[config.mk]
export PLATFORM = sky130hd
export DESIGN_NAME = fifo_write_arbiter
export DESIGN_NICKNAME = d
export VERILOG_FILES = /design/src/rtl/fifo_write_arbiter.sv
export SDC_FILE = /design/constraint.sdc
export NUM_CORES = 1
export LEC_CHECK = 0
export ABC_AREA = 1
export CAP_MARGIN = 10
export CORE_AREA = 4 4 54 56
export CTS_BUF_LIST = sky130_fd_sc_hd__clkbuf_8
export DETAILED_ROUTE_END_ITERATION = 6
export DIE_AREA = 0 0 58 60
export PLACE_DENSITY = 0.83
export REMOVE_ABC_BUFFERS = 1
export SLEW_MARGIN = 25
export SYNTH_ARGS = -nofsm -noshare
export SYNTH_HDL_FRONTEND = slang
export SYNTH_SLANG_ARGS = --single-unit
export TNS_END_PERCENT = 100
[constraint.sdc]
create_clock -name clk -period 3.91 [get_ports clk]
set_clock_uncertainty 0.05 [all_clocks]
set_input_delay 1.173 -clock clk [delete_from_list [all_inputs] [get_ports clk]]
set_output_delay 1.173 -clock clk [all_outputs]
set_load 0.01 [all_outputs]
[src/rtl/fifo_write_arbiter.sv]
// Round-robin arbiter sharing the single FIFO write port between NREQ valid/ready producers.
// Define FIFO_ARB_BURST_EN to hold a grant for up to BURST words; undefined gives one word per grant.
module fifo_write_arbiter #(
   parameter int unsigned WIDTH = 8,
   parameter int unsigned NREQ  = 4,
   parameter int unsigned BURST = 4
) (
   input  logic                  clk,
   input  logic                  reset,
   input  logic [NREQ-1:0]       req_valid,
   input  logic [NREQ*WIDTH-1:0] req_data,
   output logic [NREQ-1:0]       req_ready,
   input  logic                  fifo_full,
   output logic                  fifo_we,
   output logic [WIDTH-1:0]      fifo_datain,
   output logic [NREQ-1:0]       grant,
   output logic                  busy
);

   localparam int unsigned IDXW = (NREQ > 1) ? $clog2(NREQ) : 1;
`ifdef FIFO_ARB_BURST_EN
   localparam int unsigned CNTW = $clog2(BURST + 1);
`endif

   if (NREQ < 2 || NREQ > 8) begin : gen_bad_nreq
      $error("fifo_write_arbiter: NREQ must be in 2..8");
   end
   if (BURST < 1 || BURST > 16) begin : gen_bad_burst
      $error("fifo_write_arbiter: BURST must be in 1..16");
   end

   typedef enum logic [0:0] {StIdle, StGrant} state_e;

   state_e            state_q;
   logic [IDXW-1:0]   owner_q;
   logic [IDXW-1:0]   last_owner_q;
`ifdef FIFO_ARB_BURST_EN
   logic [CNTW-1:0]   burst_cnt_q;
`endif

   logic              pick_found;
   logic [IDXW-1:0]   pick_idx;
   logic [IDXW-1:0]   cand_idx;
   int unsigned       cand;
   logic              owner_valid;
   logic              xfer;
   logic              last_beat;
   logic              release_grant;

   // First valid requester strictly after last_owner, wrapping modulo NREQ.
   always_comb begin
      pick_found = 1'b0;
      pick_idx   = '0;
      cand       = 0;
      cand_idx   = '0;
      for (int unsigned k = 1; k <= NREQ; k++) begin
         cand = 32'(last_owner_q) + k;
         if (cand >= NREQ) begin
            cand = cand - NREQ;
         end
         cand_idx = IDXW'(cand);
         if (!pick_found && req_valid[cand_idx]) begin
            pick_found = 1'b1;
            pick_idx   = cand_idx;
         end
      end
   end

   assign owner_valid = req_valid[owner_q];

   // Gating with reset keeps the reset cycle from writing a stale burst word.
   assign xfer = ~reset & (state_q == StGrant) & owner_valid & ~fifo_full;

`ifdef FIFO_ARB_BURST_EN
   assign last_beat = (burst_cnt_q == CNTW'(BURST - 1));
`else
   assign last_beat = 1'b1;
`endif

   assign release_grant = (state_q == StGrant) & (~owner_valid | (xfer & last_beat));

   always_comb begin
      fifo_we     = xfer;
      fifo_datain = '0;
      req_ready   = '0;
      if (xfer) begin
         fifo_datain        = req_data[32'(owner_q) * WIDTH +: WIDTH];
         req_ready[owner_q] = 1'b1;
      end
   end

   always_ff @(posedge clk) begin
      if (reset) begin
         state_q      <= StIdle;
         owner_q      <= '0;
         last_owner_q <= IDXW'(NREQ - 1);
         grant        <= '0;
         busy         <= 1'b0;
`ifdef FIFO_ARB_BURST_EN
         burst_cnt_q  <= '0;
`endif
      end else begin
         unique case (state_q)
            StIdle: begin
               if (pick_found) begin
                  state_q         <= StGrant;
                  owner_q         <= pick_idx;
                  grant           <= '0;
                  grant[pick_idx] <= 1'b1;
                  busy            <= 1'b1;
`ifdef FIFO_ARB_BURST_EN
                  burst_cnt_q     <= '0;
`endif
               end
            end
            StGrant: begin
               if (release_grant) begin
                  state_q      <= StIdle;
                  last_owner_q <= owner_q;
                  grant        <= '0;
                  busy         <= 1'b0;
`ifdef FIFO_ARB_BURST_EN
                  burst_cnt_q  <= '0;
`endif
               end
`ifdef FIFO_ARB_BURST_EN
               else if (xfer) begin
                  burst_cnt_q <= burst_cnt_q + 1'b1;
               end
`endif
            end
            default: state_q <= StIdle;
         endcase
      end
   end

   a_grant_onehot: assert property (@(posedge clk) disable iff (reset) $onehot0(grant));
   a_no_write_full: assert property (@(posedge clk) disable iff (reset) fifo_full |-> !fifo_we);

endmodule
==> results of run 1 <==
==> layout by cell type (no fill, tap or decap), types with 2 or more instances in the layout <==
cell type        Yosys  routed
a21oi_1              7       7
a22oi_1              8       8
a31oi_1              8       8
buf_4                1       7
clkbuf_2             0       6
clkbuf_8             0       3
clkdlybuf4s15_1      0       3
clkdlybuf4s50_1      0      43
dfxtp_1             10      10
dlygate4sd2_1        0       4
inv_1               15      15
inv_2                5       5
nand2_1             57      57
nand2_2              8       8
nand2_4              2       2
nand3_1             18      18
nand4_1              3       3
nor2_1               6       6
nor2_4               2       2
o211ai_1             3       3
==> layer usage <==
layer	routed length [um]	global-route usage [%]
met1	1140	17.5
met2	1690	36.0
met3	233	6.05
met4	8	4.97
met5	0	0
==> sequential cells by signal, summed over array words and instances, names as in the netlist <==
signal	cells
grant	4
last_owner_q	2
owner_q	2
busy	1
state_q	1
==> power by group through the flow <==
stage	clock, mW	sequential [mW]	combinational, mW
after global placement	0	0.184	0.652
after detailed placement	0	0.187	0.670
final	0.101	0.186	0.660
after CTS	0.104	0.185	0.667
after floorplan	0	0.187	0.463
after global routing	0.109	0.192	0.746
==> cell type report <==
| type | count | area (um^2) | share of cell area, % |
|---|---|---|---|
| sequential | 10 | 200 | 12.0 |
| timing repair buffer | 64 | 598 | 35.9 |
| multi-input combinational | 131 | 707 | 42.4 |
| clock buffer | 3 | 41.3 | 2.48 |
| inverter | 22 | 83.8 | 5.03 |
| tap | 30 | 37.5 | 2.25 |
==> final timing paths <==
check,start,to
worst max-delay path,reset,fifo_datain[2]
worst min-delay path,busy,busy
worst max register to register,last_owner_q[0],owner_q[0]
worst min register to register,busy,busy
==> worst max-delay path: cells and delay by family <==
| kind | cells | cell delay (ns) |
|---|---|---|
| AO/OA/AOI/OAI | 1 | 0.14 |
| buffers and inverters | 4 | 1.01 |
| AND/OR/NAND/NOR | 2 | 0.28 |
==> kinds of logic after synthesis <==
logic type,after synthesis
flops,10
simple gates,102
compound gates,29
buf+inv,27
==> what timing repair did <==
action	CTS	global route
pin swaps	0	0
setup endpoints to repair	13	9
gates resized for setup	14	17
==> metrics by stage <==
step	utilization, %	hold slack, ns	power (mW)	cells
global route	68.6	0.463	1.05	260
floorplan	-	0.413	0.650	163
detailed placement	68.1	0.402	0.857	257
global placement	68.1	0.397	0.836	257
finish	68.6	0.405	0.947	260
CTS	69.3	0.408	0.956	260
==> flow_summary.ini, run 1 <==
[status]
status = finished clean

[min_path]
hold_class = flop to flop
whs_path_depth = 2

[synth]
synth_top_family_by_area = simple AND/OR/NAND/NOR gates
synthXorXnorAreaFrac_pct = 0
yosysTopAreaCellShare_pct = 20.9
synthMuxAreaShare_pct = 0
synthTopCellsByCount = nand2_1, nand3_1, inv_1
synth_ff_type = dfxtp_1
syn_avg_cell_area_um2 = 6.10
synth_top_cell_by_area = nand2_1
synth-seq-cells = 10
ys_async_sr_fraction_pct = 0
synth_most_common_cell = nand2_1
synth-compound-area-share_pct = 19.0
synth-seq-area-share_pct = 19.5
syn-instance-count = 168
synthAdderAreaFrac_pct = 0
yosys-top-cells-area = nand2_1, dfxtp_1, nand3_1
yosys_warnings = 0
synth_edf_count = 0
yosys.area_share.simple_pct = 49.5
synth.distinct_cells = 28
syn_area_um2 = 1020

[sta]
hold_violations = 0
fin_crit_ns = 3.83
finalSetupViolations = 0
slew_viol_final = 0
tightest_slew_ns = 0.386
max_freq_ghz = 0.261
rsz0062_at_grt = no
fin_ws_ns = 0.0839
tns_ns = 0
period_share_pct = 97.9
relSlewSlack_pct = 74.2

[drt]
wl_per_cell_um = 11.8
drtIter0Drc = 48
wirelength_mm = 3.07
vias = 1331
remaining_drc_errors = 0
drt-pass1-iter-count = 5
antenna_left = 0
viasPerCell = 5.12

[placed_design]
place_area_um2 = 1660
portBuffers = 56
place_hpwl_mm = 2.65
place.gp.congestion = 0.876
dp_slack_ns = -0.287

[finish]
antenna_cells = 0
stdcell_area_um2 = 1670
drive_gt1_share_pct = 17.8
syn_to_final_growth_pct = 62.8
final_nets = 271
fill_cells = 218

[power_and_ir_drop]
sw_frac_of_total_pct = 50.0
p_leak_nw = 0.792
ir_drop_mv = 0.434
power_switching_mw = 0.473
intPower_mw = 0.473
seqPwrFrac_pct = 19.6
combPwrFrac_pct = 69.7
clock_power_share_pct = 10.7
power_density_nw_per_um2 = 568

[die]
die_w_um = 58
die_area_um2 = 3480
rows = 18
initial_core_util_pct = 42.1
die_y_um = 60
top_level_ports = 57
core_um2 = 2430

[global_routing]
overflow = 0
grt_pass1_wl_mm = 5.11
antenna_found_initial = 0
grt_pass1_vias = 1339
grtUsageTotal_pct = 18.1
grt_max_degree = 14

[worst_setup_path]
r2r_slack_ns = 2.04
cpMaxStageDelayCell = clkdlybuf4s50_1
required_ns = 2.69
criticalPathCategory = input port to output pin
worstSetupStartpointType = input port
crit_path_max_fanout = 13
slowest_delay_ns = 0.44
end_kind = output pin
rr_worst_depth = 11
critPathArrivalTime_ns = 2.60
path_cells = clkdlybuf4s50_1 > nor3_2 > buf_4 > nand2_1 > buf_12 > a31oi_1 > clkdlybuf4s15_1

[cts]
insertion_delay_ns = 0.23
postCtsHoldBufs = 0
cts_buffers = 3
cts_tree = done
cts_buffer_depth = 2
post_cts_buffers = 0
htreeDepth = 1
root_buffer = clkbuf_8
cts_sinks = 10
clk_pin_slew_ns = 0.04

[flow_run]
max-cap-violations = 0
Note: power is estimated with default switching activity, not from simulation.
==> inputs of run 2 (changes only) <==
--- a/config.mk
+++ b/config.mk
@@ -6,7 +6,7 @@
 export NUM_CORES = 1
 export LEC_CHECK = 0
 export ABC_AREA = 1
-export CAP_MARGIN = 10
+export CAP_MARGIN = 30
 export CORE_AREA = 4 4 54 56
 export CTS_BUF_LIST = sky130_fd_sc_hd__clkbuf_8
 export DETAILED_ROUTE_END_ITERATION = 6
==> results of run 2 <==
Final layout, timing and power as in run 1 (identical DEF).
